[config.mk]
export PLATFORM = sky130hd
export DESIGN_NAME = reg_wb_writer_flat
export DESIGN_NICKNAME = d
export VERILOG_FILES = /design/src/rtl/reg_wb_writer_if.sv /design/src/rtl/reg_wb_writer.sv /design/src/flat_wrapper.sv
export SDC_FILE = /design/constraint.sdc
export NUM_CORES = 1
export LEC_CHECK = 0
export BUFFER_PORTS_ARGS = -buffer_cell sky130_fd_sc_hd__buf_2
export CAP_MARGIN = 20
export CORE_ASPECT_RATIO = 1.2
export CORE_MARGIN = 1.5
export CORE_UTILIZATION = 35
export CTS_BUF_LIST = sky130_fd_sc_hd__clkbuf_4 sky130_fd_sc_hd__clkbuf_8
export CTS_CLUSTER_SIZE = 8
export DETAILED_ROUTE_END_ITERATION = 8
export PLACE_DENSITY_LB_ADDON = 0.15
export SLEW_MARGIN = 40
export SYNTH_ARGS = -nofsm -noshare
export SYNTH_HDL_FRONTEND = slang
export SYNTH_SLANG_ARGS = --single-unit
[constraint.sdc]
create_clock -name clk -period 8 [get_ports clk]
set_input_delay 0.4 -clock clk [delete_from_list [all_inputs] [get_ports clk]]
set_output_delay 0.4 -clock clk [all_outputs]
set_load 0.03 [all_outputs]
[src/rtl/reg_wb_writer_if.sv]
// Bundle of ALU/load result handshakes, reg_file write port and forwarding lookups
// seen by the register-file write-back initiator.
interface reg_wb_writer_if #(parameter int AW = 2);
  logic        alu_valid, alu_ready;
  logic [4:0]  alu_wn;
  logic [31:0] alu_wd;
  logic        ld_valid, ld_ready;
  logic [4:0]  ld_wn;
  logic [31:0] ld_wd;
  logic        RegWrite;
  logic [4:0]  WN;
  logic [31:0] WD;
  logic [4:0]  RN1, RN2;
  logic        fwd1_hit, fwd2_hit;
  logic [31:0] fwd1_data, fwd2_data;
  logic [AW:0] fifo_cnt;

  modport master (
    input  alu_valid, alu_wn, alu_wd, ld_valid, ld_wn, ld_wd, RN1, RN2,
    output alu_ready, ld_ready, RegWrite, WN, WD,
           fwd1_hit, fwd2_hit, fwd1_data, fwd2_data, fifo_cnt
  );

  modport slave (
    output alu_valid, alu_wn, alu_wd, ld_valid, ld_wn, ld_wd, RN1, RN2,
    input  alu_ready, ld_ready, RegWrite, WN, WD,
           fwd1_hit, fwd2_hit, fwd1_data, fwd2_data, fifo_cnt
  );
endinterface

[src/rtl/reg_wb_writer.sv]
// Register-file write-back initiator: arbitrates ALU results and an in-order load FIFO onto
// the single reg_file write port, with WAW kill and per-read-port forwarding lookup.
module reg_wb_fwd #(
  parameter int DEPTH = 4,
  parameter int AW    = 2
) (
  input  logic [4:0]                  rn,
  input  logic [DEPTH-1:0]            vld,
  input  logic [DEPTH-1:0][4:0]       ewn,
  input  logic [DEPTH-1:0][31:0]      ewd,
  input  logic [AW-1:0]               rd_ptr,
  input  logic                        regwrite,
  input  logic [4:0]                  wn,
  input  logic [31:0]                 wd,
  output logic                        hit,
  output logic [31:0]                 data
);
  logic [AW-1:0] idx;

  // Output register is oldest; walk FIFO oldest->youngest so the youngest match wins.
  always_comb begin
    hit  = 1'b0;
    data = '0;
    idx  = '0;
    if (rn != 5'd0) begin
      if (regwrite && wn == rn) begin
        hit  = 1'b1;
        data = wd;
      end
      for (int k = 0; k < DEPTH; k++) begin
        idx = rd_ptr + AW'(k);
        if (vld[idx] && ewn[idx] == rn) begin
          hit  = 1'b1;
          data = ewd[idx];
        end
      end
    end
  end
endmodule

module reg_wb_writer #(
  parameter int DEPTH = 4,
  parameter int AW    = 2
) (
  input  logic              clk,
  input  logic              rst,
  reg_wb_writer_if.master   bus
);
  logic [DEPTH-1:0]       vld_q, vld_d;
  logic [DEPTH-1:0][4:0]  ewn_q, ewn_d;
  logic [DEPTH-1:0][31:0] ewd_q, ewd_d;
  logic [AW-1:0]          rd_q, rd_d, wr_q, wr_d;
  logic [AW:0]            cnt_q, cnt_d;
  logic                   regwrite_q, regwrite_d;
  logic [4:0]             wn_q, wn_d;
  logic [31:0]            wd_q, wd_d;

  logic full, empty, alu_fire, ld_fire, pop, push;

  always_comb begin
    full     = (cnt_q == (AW+1)'(DEPTH));
    empty    = (cnt_q == '0);
    alu_fire = bus.alu_valid && !full;
    ld_fire  = bus.ld_valid && !full;
    pop      = !empty && !alu_fire;
    // Same-register load alongside an ALU write is older, so it is swallowed.
    push     = ld_fire && (bus.ld_wn != 5'd0) &&
               !(alu_fire && bus.alu_wn == bus.ld_wn);

    vld_d      = vld_q;
    ewn_d      = ewn_q;
    ewd_d      = ewd_q;
    rd_d       = rd_q;
    wr_d       = wr_q;
    cnt_d      = cnt_q;
    regwrite_d = 1'b0;
    wn_d       = wn_q;
    wd_d       = wd_q;

    if (alu_fire) begin
      if (bus.alu_wn != 5'd0) begin
        regwrite_d = 1'b1;
        wn_d       = bus.alu_wn;
        wd_d       = bus.alu_wd;
        for (int i = 0; i < DEPTH; i++)
          if (vld_q[i] && ewn_q[i] == bus.alu_wn) vld_d[i] = 1'b0;
      end
    end else if (pop) begin
      // Killed heads still consume the port slot, just without a strobe.
      if (vld_q[rd_q]) begin
        regwrite_d = 1'b1;
        wn_d       = ewn_q[rd_q];
        wd_d       = ewd_q[rd_q];
      end
      vld_d[rd_q] = 1'b0;
      rd_d        = rd_q + AW'(1);
    end

    if (push) begin
      vld_d[wr_q] = 1'b1;
      ewn_d[wr_q] = bus.ld_wn;
      ewd_d[wr_q] = bus.ld_wd;
      wr_d        = wr_q + AW'(1);
    end

    case ({push, pop})
      2'b10:   cnt_d = cnt_q + (AW+1)'(1);
      2'b01:   cnt_d = cnt_q - (AW+1)'(1);
      default: cnt_d = cnt_q;
    endcase
  end

  always_ff @(posedge clk or posedge rst) begin
    if (rst) begin
      vld_q      <= '0;
      ewn_q      <= '0;
      ewd_q      <= '0;
      rd_q       <= '0;
      wr_q       <= '0;
      cnt_q      <= '0;
      regwrite_q <= 1'b0;
      wn_q       <= '0;
      wd_q       <= '0;
    end else begin
      vld_q      <= vld_d;
      ewn_q      <= ewn_d;
      ewd_q      <= ewd_d;
      rd_q       <= rd_d;
      wr_q       <= wr_d;
      cnt_q      <= cnt_d;
      regwrite_q <= regwrite_d;
      wn_q       <= wn_d;
      wd_q       <= wd_d;
    end
  end

  assign bus.alu_ready = !full;
  assign bus.ld_ready  = !full;
  assign bus.RegWrite  = regwrite_q;
  assign bus.WN        = wn_q;
  assign bus.WD        = wd_q;
  assign bus.fifo_cnt  = cnt_q;

  logic [1:0][4:0]  rn;
  logic [1:0]       hit;
  logic [1:0][31:0] fdata;

  assign rn = {bus.RN2, bus.RN1};

  for (genvar p = 0; p < 2; p++) begin : g_fwd
    reg_wb_fwd #(.DEPTH(DEPTH), .AW(AW)) u_fwd (
      .rn(rn[p]), .vld(vld_q), .ewn(ewn_q), .ewd(ewd_q), .rd_ptr(rd_q),
      .regwrite(regwrite_q), .wn(wn_q), .wd(wd_q),
      .hit(hit[p]), .data(fdata[p])
    );
  end

  assign bus.fwd1_hit  = hit[0];
  assign bus.fwd2_hit  = hit[1];
  assign bus.fwd1_data = fdata[0];
  assign bus.fwd2_data = fdata[1];
endmodule
[src/flat_wrapper.sv]
// flat-port wrapper written by rule: the top's interface ports become plain ports
module reg_wb_writer_flat 
#(
  parameter int DEPTH = 4,
  parameter int AW    = 2
)
  (clk, rst, bus_alu_valid, bus_alu_wn, bus_alu_wd, bus_ld_valid, bus_ld_wn, bus_ld_wd, bus_RN1, bus_RN2, bus_alu_ready, bus_ld_ready, bus_RegWrite, bus_WN, bus_WD, bus_fwd1_hit, bus_fwd2_hit, bus_fwd1_data, bus_fwd2_data, bus_fifo_cnt);
  reg_wb_writer_if #(.AW(AW)) bus_i ();
  input  logic clk;
  input  logic rst;
  input wire logic [$bits(bus_i.alu_valid)-1:0] bus_alu_valid;
  input wire logic [$bits(bus_i.alu_wn)-1:0] bus_alu_wn;
  input wire logic [$bits(bus_i.alu_wd)-1:0] bus_alu_wd;
  input wire logic [$bits(bus_i.ld_valid)-1:0] bus_ld_valid;
  input wire logic [$bits(bus_i.ld_wn)-1:0] bus_ld_wn;
  input wire logic [$bits(bus_i.ld_wd)-1:0] bus_ld_wd;
  input wire logic [$bits(bus_i.RN1)-1:0] bus_RN1;
  input wire logic [$bits(bus_i.RN2)-1:0] bus_RN2;
  output wire logic [$bits(bus_i.alu_ready)-1:0] bus_alu_ready;
  output wire logic [$bits(bus_i.ld_ready)-1:0] bus_ld_ready;
  output wire logic [$bits(bus_i.RegWrite)-1:0] bus_RegWrite;
  output wire logic [$bits(bus_i.WN)-1:0] bus_WN;
  output wire logic [$bits(bus_i.WD)-1:0] bus_WD;
  output wire logic [$bits(bus_i.fwd1_hit)-1:0] bus_fwd1_hit;
  output wire logic [$bits(bus_i.fwd2_hit)-1:0] bus_fwd2_hit;
  output wire logic [$bits(bus_i.fwd1_data)-1:0] bus_fwd1_data;
  output wire logic [$bits(bus_i.fwd2_data)-1:0] bus_fwd2_data;
  output wire logic [$bits(bus_i.fifo_cnt)-1:0] bus_fifo_cnt;
  assign bus_i.alu_valid = bus_alu_valid;
  assign bus_i.alu_wn = bus_alu_wn;
  assign bus_i.alu_wd = bus_alu_wd;
  assign bus_i.ld_valid = bus_ld_valid;
  assign bus_i.ld_wn = bus_ld_wn;
  assign bus_i.ld_wd = bus_ld_wd;
  assign bus_i.RN1 = bus_RN1;
  assign bus_i.RN2 = bus_RN2;
  assign bus_alu_ready = bus_i.alu_ready;
  assign bus_ld_ready = bus_i.ld_ready;
  assign bus_RegWrite = bus_i.RegWrite;
  assign bus_WN = bus_i.WN;
  assign bus_WD = bus_i.WD;
  assign bus_fwd1_hit = bus_i.fwd1_hit;
  assign bus_fwd2_hit = bus_i.fwd2_hit;
  assign bus_fwd1_data = bus_i.fwd1_data;
  assign bus_fwd2_data = bus_i.fwd2_data;
  assign bus_fifo_cnt = bus_i.fifo_cnt;
  reg_wb_writer #(.DEPTH(DEPTH), .AW(AW)) u_core (.clk(clk), .rst(rst), .bus(bus_i));
endmodule
==> results of run 1 <==
## what timing repair did
action / in CTS / in global routing
hold buffers: 1 / 0
endpoints found under the setup margin: 0 / 0
gates resized for setup: 0 / 0
endpoints found under the hold margin: 71 / 0
## metrics by stage
stage	power, mW	worst slack, ps	instance area [µm²]	std cells	hold slack [ps]
after detailed placement	8.316	2525	17030	1932	482.4
after CTS	9.030	1932	17450	1965	95.23
final	9.030	2143	17510	1970	123.0
after floorplan	6.732	2231	15750	1298	526.3
after global placement	8.174	2381	16950	1930	470.6
after global routing	9.564	1872	17510	1968	110.1
## synth_stat cells (all sizes together), types with 34 or more instances
cell type,instances,share of area
mux2,148,0.11
mux2i,68,0.043
dfrtp,197,0.31
clkbuf,73,0.018
a21oi,65,0.021
nor2,42,0.010
mux4,152,0.22
xor2,34,0.019
o21ai,40,0.013
buf,78,0.033
xnor2,46,0.026
nand2,59,0.014
## critical path, cell delays in order (launching register included)
cell,delay (ps)
sky130_fd_sc_hd__dfrtp_4,710
sky130_fd_sc_hd__buf_12,270
sky130_fd_sc_hd__inv_1,140
sky130_fd_sc_hd__ha_4,570
sky130_fd_sc_hd__mux4_2,610
sky130_fd_sc_hd__xnor2_1,190
sky130_fd_sc_hd__nand4_2,230
sky130_fd_sc_hd__nor2_4,580
sky130_fd_sc_hd__buf_4,620
sky130_fd_sc_hd__o311ai_0,400
sky130_fd_sc_hd__nor3_1,300
sky130_fd_sc_hd__buf_2,250
## layout make-up
| type | count | share of cell area |
|---|---|---|
| inverter | 11 | 0.002786 |
| sequential | 197 | 0.2819 |
| timing repair buffer | 229 | 0.07466 |
| clock buffer | 20 | 0.01536 |
| multi-input combinational | 939 | 0.5768 |
| tap | 559 | 0.03994 |
| antenna | 3 | 0.0004287 |
| clock inverter | 12 | 0.008073 |
## layer usage
| layer | up-vias | GRT usage |
|---|---|---|
| li1 | 5331 | - |
| met1 | 6505 | 0.2972 |
| met2 | 496 | 0.3897 |
| met3 | 98 | 0.03768 |
| met4 | 4 | 0.08744 |
| met5 | - | 0 |
## cells by family (layout without fill, tap and decap cells)
| kind of cell | after synthesis | in the layout | synth area share |
|---|---|---|---|
| AO/OA/AOI/OAI | 272 | 272 | 0.1436 |
| other | 0 | 3 | 0 |
| XOR/XNOR | 80 | 80 | 0.04448 |
| AND/OR/NAND/NOR | 209 | 209 | 0.07054 |
| buffers and inverters | 162 | 272 | 0.05314 |
| multiplexers | 368 | 368 | 0.3668 |
| adder cells (fa/ha/maj) | 10 | 10 | 0.008420 |
| flip-flops | 197 | 197 | 0.3130 |
## worst max-delay path by stage
stage,to,slack [ps],cells past startpoint
floorplan,u_core.bus.RegWrite,2230,1
global placement,bus_fwd1_data[30],2380,10
detailed placement,bus_fwd1_data[6],2520,10
CTS,bus_fwd1_data[6],1930,10
global route,bus_fwd1_data[6],1870,10
finish,bus_fwd1_data[6],2140,11
## power by group through the flow
stage | logic (mW) | clock network [mW] | registers, mW
3_5_place_dp | 6.06 | 0 | 2.26
2_1_floorplan | 4.60 | 0 | 2.14
4_1_cts | 6.06 | 0.732 | 2.23
5_1_grt | 6.48 | 0.765 | 2.32
6_report | 6.10 | 0.708 | 2.23
3_3_place_gp | 5.96 | 0 | 2.21
## sequential cells by signal (all words and copies together), names as in the netlist
| name | count |
|---|---|
| u_core.bus.RegWrite | 1 |
| u_core.bus.WD | 32 |
| u_core.bus.WN | 5 |
| u_core.bus.fifo_cnt | 3 |
| u_core.ewd_q | 128 |
| u_core.ewn_q | 20 |
| u_core.rd_q | 2 |
| u_core.vld_q | 4 |
| u_core.wr_q | 2 |
==> results, run 1 <==
- The H-tree was split into 4 levels.
- For this block, wires on met1 add up to approximately 22000 µm.
- For this design the static power due to leakage is roughly 7 nW.
- The clock passes through at most 2 buffers.
- Across all register-to-register paths, the minimum setup slack is roughly 4600 ps.
- The final count of pins violating max slew is 0.
- At the end of routability-driven placement, the weighted congestion stood at between 0.8 and 0.9.
- The HPWL after detailed placement is roughly 34000 µm.
- The worst min-delay path startpoint is bus_ld_wd[18].
- Along the worst path, the maximum fanout reaches 34.
- The sequential cell area is 0.004937 mm².
- The maximum clock frequency is 170.7 MHz.
- The clock slew at the register clock pins of the worst setup and hold paths is about 120 ps.
- The floorplan has 84 rows.
- Routed signal wires occupy layers up through met5.
- Data on the critical path is required at its endpoint by roughly 7600 ps.
- The worst vdd rail ir drop is ~0.25 mV.
- The final routed DRC violation total is 0.
- Of the total power, combinational logic draws 0.675.
- The proportion of total power due to net switching is 0.4960.
- After technology mapping, the gate count stands at around 1300.
- In this run the remaining antenna-violating nets after routing total 0.
- Of the available clock period, the critical path in the final layout requires 0.7321.
- In this run, synthesis inferred 0 flip-flops with an integrated enable.
- The CTS tree is yes.
- The final count of hold timing violations was 0.
- The total grt overflow is 0.
- The dominant synthesized flop cell is sky130_fd_sc_hd__dfrtp_1.
- The async set or reset register ratio after synthesis is 1.000.
- The capture point of the worst reg-to-reg path is u_core.bus.WD[12].
- For this run, the share of the core covered by cells in the final layout is 0.3967.
- The count of filler cells inserted in the layout is around 4300.
- The worst setup path is captured at a primary output.
- The mean routed wirelength per cell is roughly 27 µm.
- For the worst-skew pair, the clock arrives at the later sink with an insertion delay of 540 ps.
- The worst pin sits at a relative slew slack of 0.4521.
- Entering global routing, the biggest net connects 74 pins.
- The share of total power dissipated in sequential elements is 0.247.
- Clock tree synthesis inserted a total of 17 buffers.
- The startpoint of the most critical register-to-register path is u_core.rd_q[0].
- The min-delay analysis places its worst path in the category in2reg.
- The tree built by TritonCTS fans out to 197 sinks.
- The global-route wire length before repair is roughly 80000 µm.
- The synthesized netlist contains between 50 and 60 unique library cells.
- The number of max-cap violations is 0.
- The slew at the pin closest to its max-slew limit is between 800 and 900 ps.
- Setup violations remaining at the end of the flow were counted as 0.
- The switching power total is around 4.5 mW.
- Leaving out fill and tap cells, the most frequent cells in the layout are 196 x sky130_fd_sc_hd__buf_2, 195 x sky130_fd_sc_hd__dfrtp_1, 150 x sky130_fd_sc_hd__mux4_2.
- The arrival time at the worst endpoint is about 5500 ps.
- Buffers placed on the I/O ports in this run total between 150 and 200.
- The x dimension of the die is between 150 and 200 µm.
- The vertical die dimension is 235.4 µm.
- Before antenna repair, the detailed router went through 5 iterations.
- The cell at the root of the clock tree is sky130_fd_sc_hd__clkbuf_8.
- The initial antenna violation count came to 5.
- The total routed wirelength is ~53000 µm.
- The core box area is about 0.044 mm².
- The total power density per cell area is 515.6 mW/mm².
- The total die area is 0.04629 mm².
- The hold-critical path endpoint is u_core.ewd_q[114].
- The maximum clock skew at final layout is around 25 ps.
- The internal power of the cells totals roughly 4.6 mW.
- For this run, the post-layout net count is 1493.
- In the final layout, the share of cells above drive strength 1 is 0.4616.
- The post-synthesis area per instance is approximately 12 µm².
- The number of cells traversed by the worst hold path is 2.
- Synthesis inferred about 200 register bits.
- The routed design could run at a clock period as short as 5857 ps.
- For this run, the total global-route usage over all layers was measured as 0.2312.
- For this run, the number of Yosys warnings is 0.
- The worst setup path is of the reg2out kind.
- The iteration-0 DRC count of the detailed router is between 900 and 1000.
- In the detailed route, the total length drawn on met2 is approximately 26000 µm.
- The total I/O pin count is a little under 200.
- The library cell used most frequently in the layout, excluding fill and tap cells, is sky130_fd_sc_hd__buf_2.
- The post-detailed-route via-to-cell ratio is about 6.3.
- The area of the mapped netlist is between 0.015 and 0.02 mm².
- The number of nets in the synthesized netlist is 1396.
- For the worst flop-to-flop path, the logic depth is 6.
- Compared with the post-synthesis result, the final layout area differs by 11.18%.
- Of the synthesized area, sequential elements account for 0.3130.
- The routed length on met3 is approximately 3200 µm.
- The setup fix buffers added after clock tree synthesis is 0.
- The worst setup path is launched from a register.
- Setup repair after global routing left no endpoint under its margin.
- The number of global-route vias before repair is ~12000.
- The clock network fraction of total power is 0.078.
- The multi-input combinational cells in the finished layout cover a total of ~0.010 mm².
- The flow ran to the end, and the final reports show no timing, DRC or antenna violations.
- The initial core utilization is 0.3568.
- The total via count after detailed routing is 12430.
- The launching element of the worst setup path is u_core.rd_q[0].
- Setup total negative slack on the finished layout was measured at 0 ps.
No activity file was read; power rests on OpenSTA's default activity.
==> run 2, diff against run 1 <==
Clock period 8 ns to 5.8 ns, I/O delays scaled along.
==> results, run 2 (synthesis gave the netlist of run 1 again) <==
- The number of placement rows came to 84 (unchanged).
- The cell at the root of the clock tree is sky130_fd_sc_hd__clkbuf_8 (unchanged).
- The number of global-route vias before repair is 12500 (was 12490).
- The final worst setup slack is 787.6 ps (was 2143 ps).
- The area of combinational cells with multiple inputs was 0.01009 mm² (was 0.01010 mm²).
- The sink count of the clock tree is 197 (unchanged).
- The worst vdd rail ir drop is 0.4497 mV (was 0.2489 mV).
- The H-tree depth was 4 (unchanged).
- After layout, the minimum clock period comes to approximately 5000 ps.
- The total routed wirelength is 53440 µm (was 53260 µm).
- The cell with the largest stage delay on the worst path is sky130_fd_sc_hd__dfrtp_4 (unchanged).
- The highest net fanout along the worst path is 26 (was 34).
- The flop-to-flop setup slack is 2740 ps (was 4570 ps).
- The buffer depth of the longest clock path is 2 (unchanged).
- The initial core utilization came to 0.3568 (unchanged).
- The capture point of the worst reg-to-reg path is u_core.bus.WD[0] (was u_core.bus.WD[12]).
- The final weighted congestion in routability-driven placement is 0.8275 (was 0.8430).
- The final count of hold timing violations was 0 (unchanged).
- The total die area was 0.04629 mm² (unchanged).
- The total number of nets in the final design is 1497 (was 1493).
- The post-detailed-route via-to-cell ratio came to 6.254 (was 6.312).
- The top routing layer in use is met5 (unchanged).
- The maximum clock frequency is 199.5 MHz.
- The ratio of cells with drive above 1 in the final layout is 0.4628 (was 0.4616).
- The CTS tree is yes (unchanged).
- The kind of cell adding the most delay to the critical path is simple AND/OR/NAND/NOR gates (was buffers and inverters).
- The number of placed cells counting well taps is 1937 (was 1932).
- The slew at the pin closest to its max-slew limit was 847.4 ps (was 811.5 ps).
- The final count of pins violating max slew is 0 (unchanged).
- The nature of the critical path endpoint is a primary output (unchanged).
- Unrepaired setup endpoints after global routing: false (unchanged).
- The core box area is 0.04414 mm² (unchanged).
- The number of cells traversed by the worst hold path was 2 (unchanged).
- The summed negative setup slack over all endpoints is 0 ps (unchanged).
- The total via count after detailed routing was 12350 (was 12430).
- The overall routing resource usage was 0.2335 (was 0.2312).
- The number of buffers and inverters on the critical path is 3 (was 4).
- The instance area after placement is 0.01709 mm² (was 0.01703 mm²).
- The pin count of the biggest net entering global routing is 109 (was 74).
- The delay contributed by the slowest stage of the critical path was 670 ps (was 710 ps).
- The remaining max-slew budget at the tightest pin is 0.4351 (was 0.4521).
- The x dimension of the die is 196.7 µm (unchanged).
- The global-route wire length before repair is 80990 µm (was 80120 µm).
- The sequential cell area is 0.004937 mm² (unchanged).
- The total CTS buffers is 17 (unchanged).
- The count of filler cells inserted in the layout was 4283 (was 4268).
- Most used cells in the layout excluding fill and tap cells: 196 x sky130_fd_sc_hd__buf_2, 195 x sky130_fd_sc_hd__dfrtp_1, 150 x sky130_fd_sc_hd__mux4_2 (unchanged).
- The area added between synthesis and finish was 11.22% (was 11.18%).
- The final cycle utilization of the critical path is 0.8642.
- The initial antenna violation count is 4 (was 5).
- The worst min-delay path startpoint is bus_ld_wd[11] (was bus_ld_wd[18]).
- The later-pin clock latency in the skew report is 520 ps (was 540 ps).
- The required time at the endpoint of the critical path is 5510 ps (was 7600 ps).
- The flip-flop count of the largest register, all copies and words added was 128 (unchanged).
- The detailed-routed wire length on met2 came to 26770 µm (was 26450 µm).
- The HPWL after detailed placement came to 35680 µm (was 34250 µm).
- The final standard cell area without fillers was 0.01752 mm² (was 0.01751 mm²).
- The critical path startpoint category is a register (unchanged).
- The kind of path behind the tightest hold check is in2reg (unchanged).
- The count of input and output buffers is 196 (unchanged).
- The reported leakage power is 6.948 nW (was 6.945 nW).
- The total iterations of the first detailed-routing run is 5 (unchanged).
- The mean routed wirelength per cell came to 27.07 µm (was 27.04 µm).
- The total I/O pin count is 197 (unchanged).
- The routed length on met3 came to 3007 µm (was 3219 µm).
- The path depth of the worst reg2reg path is 5 (was 6).
- The iteration-0 DRC count of the detailed router is 898 (was 907).
- The number of max-cap violations is 0 (unchanged).
- The number of gates given a new drive strength after cts is 0 (unchanged).
- Result of the run: complete, no violations (unchanged).
- The clock slew at the register clock pins of the worst setup and hold paths is 110 ps (was 120 ps).
- The startpoint of the most critical register-to-register path is u_core.rd_q[0] (unchanged).
- The setup fix buffers added after clock tree synthesis is 0 (unchanged).
- The hold-critical path endpoint is u_core.ewd_q[11] (was u_core.ewd_q[114]).
- The worst slack at placement is 1313 ps (was 2525 ps).
- The worst hold slack across all endpoints is 41.62 ps (was 123.0 ps).
- The total power density per cell area was 705.3 mW/mm² (was 515.6 mW/mm²).
- Cell Chain, Critical Path: inv_1 -> ha_4 -> mux4_2 -> xnor2_1 -> nand4_1 -> nor2_4 -> buf_16 -> a221oi_1 -> o31ai_1 -> buf_2 (was buf_12 -> inv_1 -> ha_4 -> mux4_2 -> xnor2_1 -> nand4_2 -> nor2_4 -> buf_4 -> o311ai_0 -> nor3_1 -> buf_2).
- The total grt overflow is 0 (unchanged).
- The arrival time at the worst endpoint was 4720 ps (was 5460 ps).
- The total routed wire length on the met1 layer came to 22250 µm (was 22120 µm).
- The most frequent standard cell in the layout excluding fill and tap cells was sky130_fd_sc_hd__buf_2 (unchanged).
- The final routed DRC violation total came to 0 (unchanged).
- The maximum clock skew at final layout is 20.31 ps (was 24.98 ps).
- The number of standard cells in the final layout excluding fillers is 1974 (was 1970).
- The top register by number of flip-flops is u_core.ewd_q (unchanged).
- The vertical die dimension is 235.4 µm (unchanged).
- The total setup violations reported at the end of the flow came to 0 (unchanged).
- The remaining antenna violation count came to 0 (unchanged).
- The critical path start-end classification is reg2out (unchanged).
## run 2: power breakdown
group / leakage (nW) / switching (mW) / internal, mW / total (mW)
sequential: 2.35 / 0.955 / 2.09 / 3.04
combinational: 4.41 / 4.63 / 3.79 / 8.42
clock: 0.185 / 0.540 / 0.349 / 0.889
total: 6.95 / 6.13 / 6.23 / 12.4
## run 2: worst max-delay path by stage
stage                   start             endpoint  cells past startpoint  slack [ps]
3_3_place_gp   u_core.rd_q[1]     bus_fwd1_data[6]                      8        1250
6_report       u_core.rd_q[0]     bus_fwd2_data[0]                     10         790
5_1_grt        u_core.rd_q[0]     bus_fwd1_data[5]                     11         570
3_5_place_dp   u_core.rd_q[0]     bus_fwd2_data[0]                      8        1310
2_1_floorplan             rst  u_core.bus.RegWrite                      1         140
4_1_cts        u_core.rd_q[0]     bus_fwd2_data[0]                      8         710
## run 2: area by class of cell
cell class / count / share of cell area
diodes: 4 / 0.0005714
flip-flops and latches: 197 / 0.2818
well taps: 559 / 0.03993
multi-input cells: 939 / 0.5760
clock buffers: 22 / 0.01693
inverters: 11 / 0.003071
clock inverters: 9 / 0.004143
repair buffers: 233 / 0.07749
## run 2: per-layer routing
| layer | vias to the layer above | GRT usage |
|---|---|---|
| met5 | - | 0 |
| met4 | 2 | 0.07911 |
| met3 | 73 | 0.03968 |
| met2 | 444 | 0.3952 |
| met1 | 6483 | 0.3014 |
| li1 | 5343 | - |
## run 2: through the flow
| step | utilization | total power [mW] |
|---|---|---|
| floorplan | - | 9.286 |
| global placement | 0.3851 | 11.32 |
| detailed placement | 0.3872 | 11.50 |
| CTS | 0.3961 | 12.40 |
| global route | 0.3967 | 13.13 |
| finish | 0.3969 | 12.36 |
## run 2: timing repair
action,in CTS,in global routing
hold buffers,2,0
setup endpoints to repair,0,0
hold endpoints to repair,107,0
## run 2: worst reg2reg max path, cell delays in order, from the launching register on
cell                       delay (ps)
sky130_fd_sc_hd__dfrtp_4          670
sky130_fd_sc_hd__buf_6            570
sky130_fd_sc_hd__clkbuf_8         720
sky130_fd_sc_hd__mux4_2           740
sky130_fd_sc_hd__mux2i_1          170
sky130_fd_sc_hd__o21ai_0           90
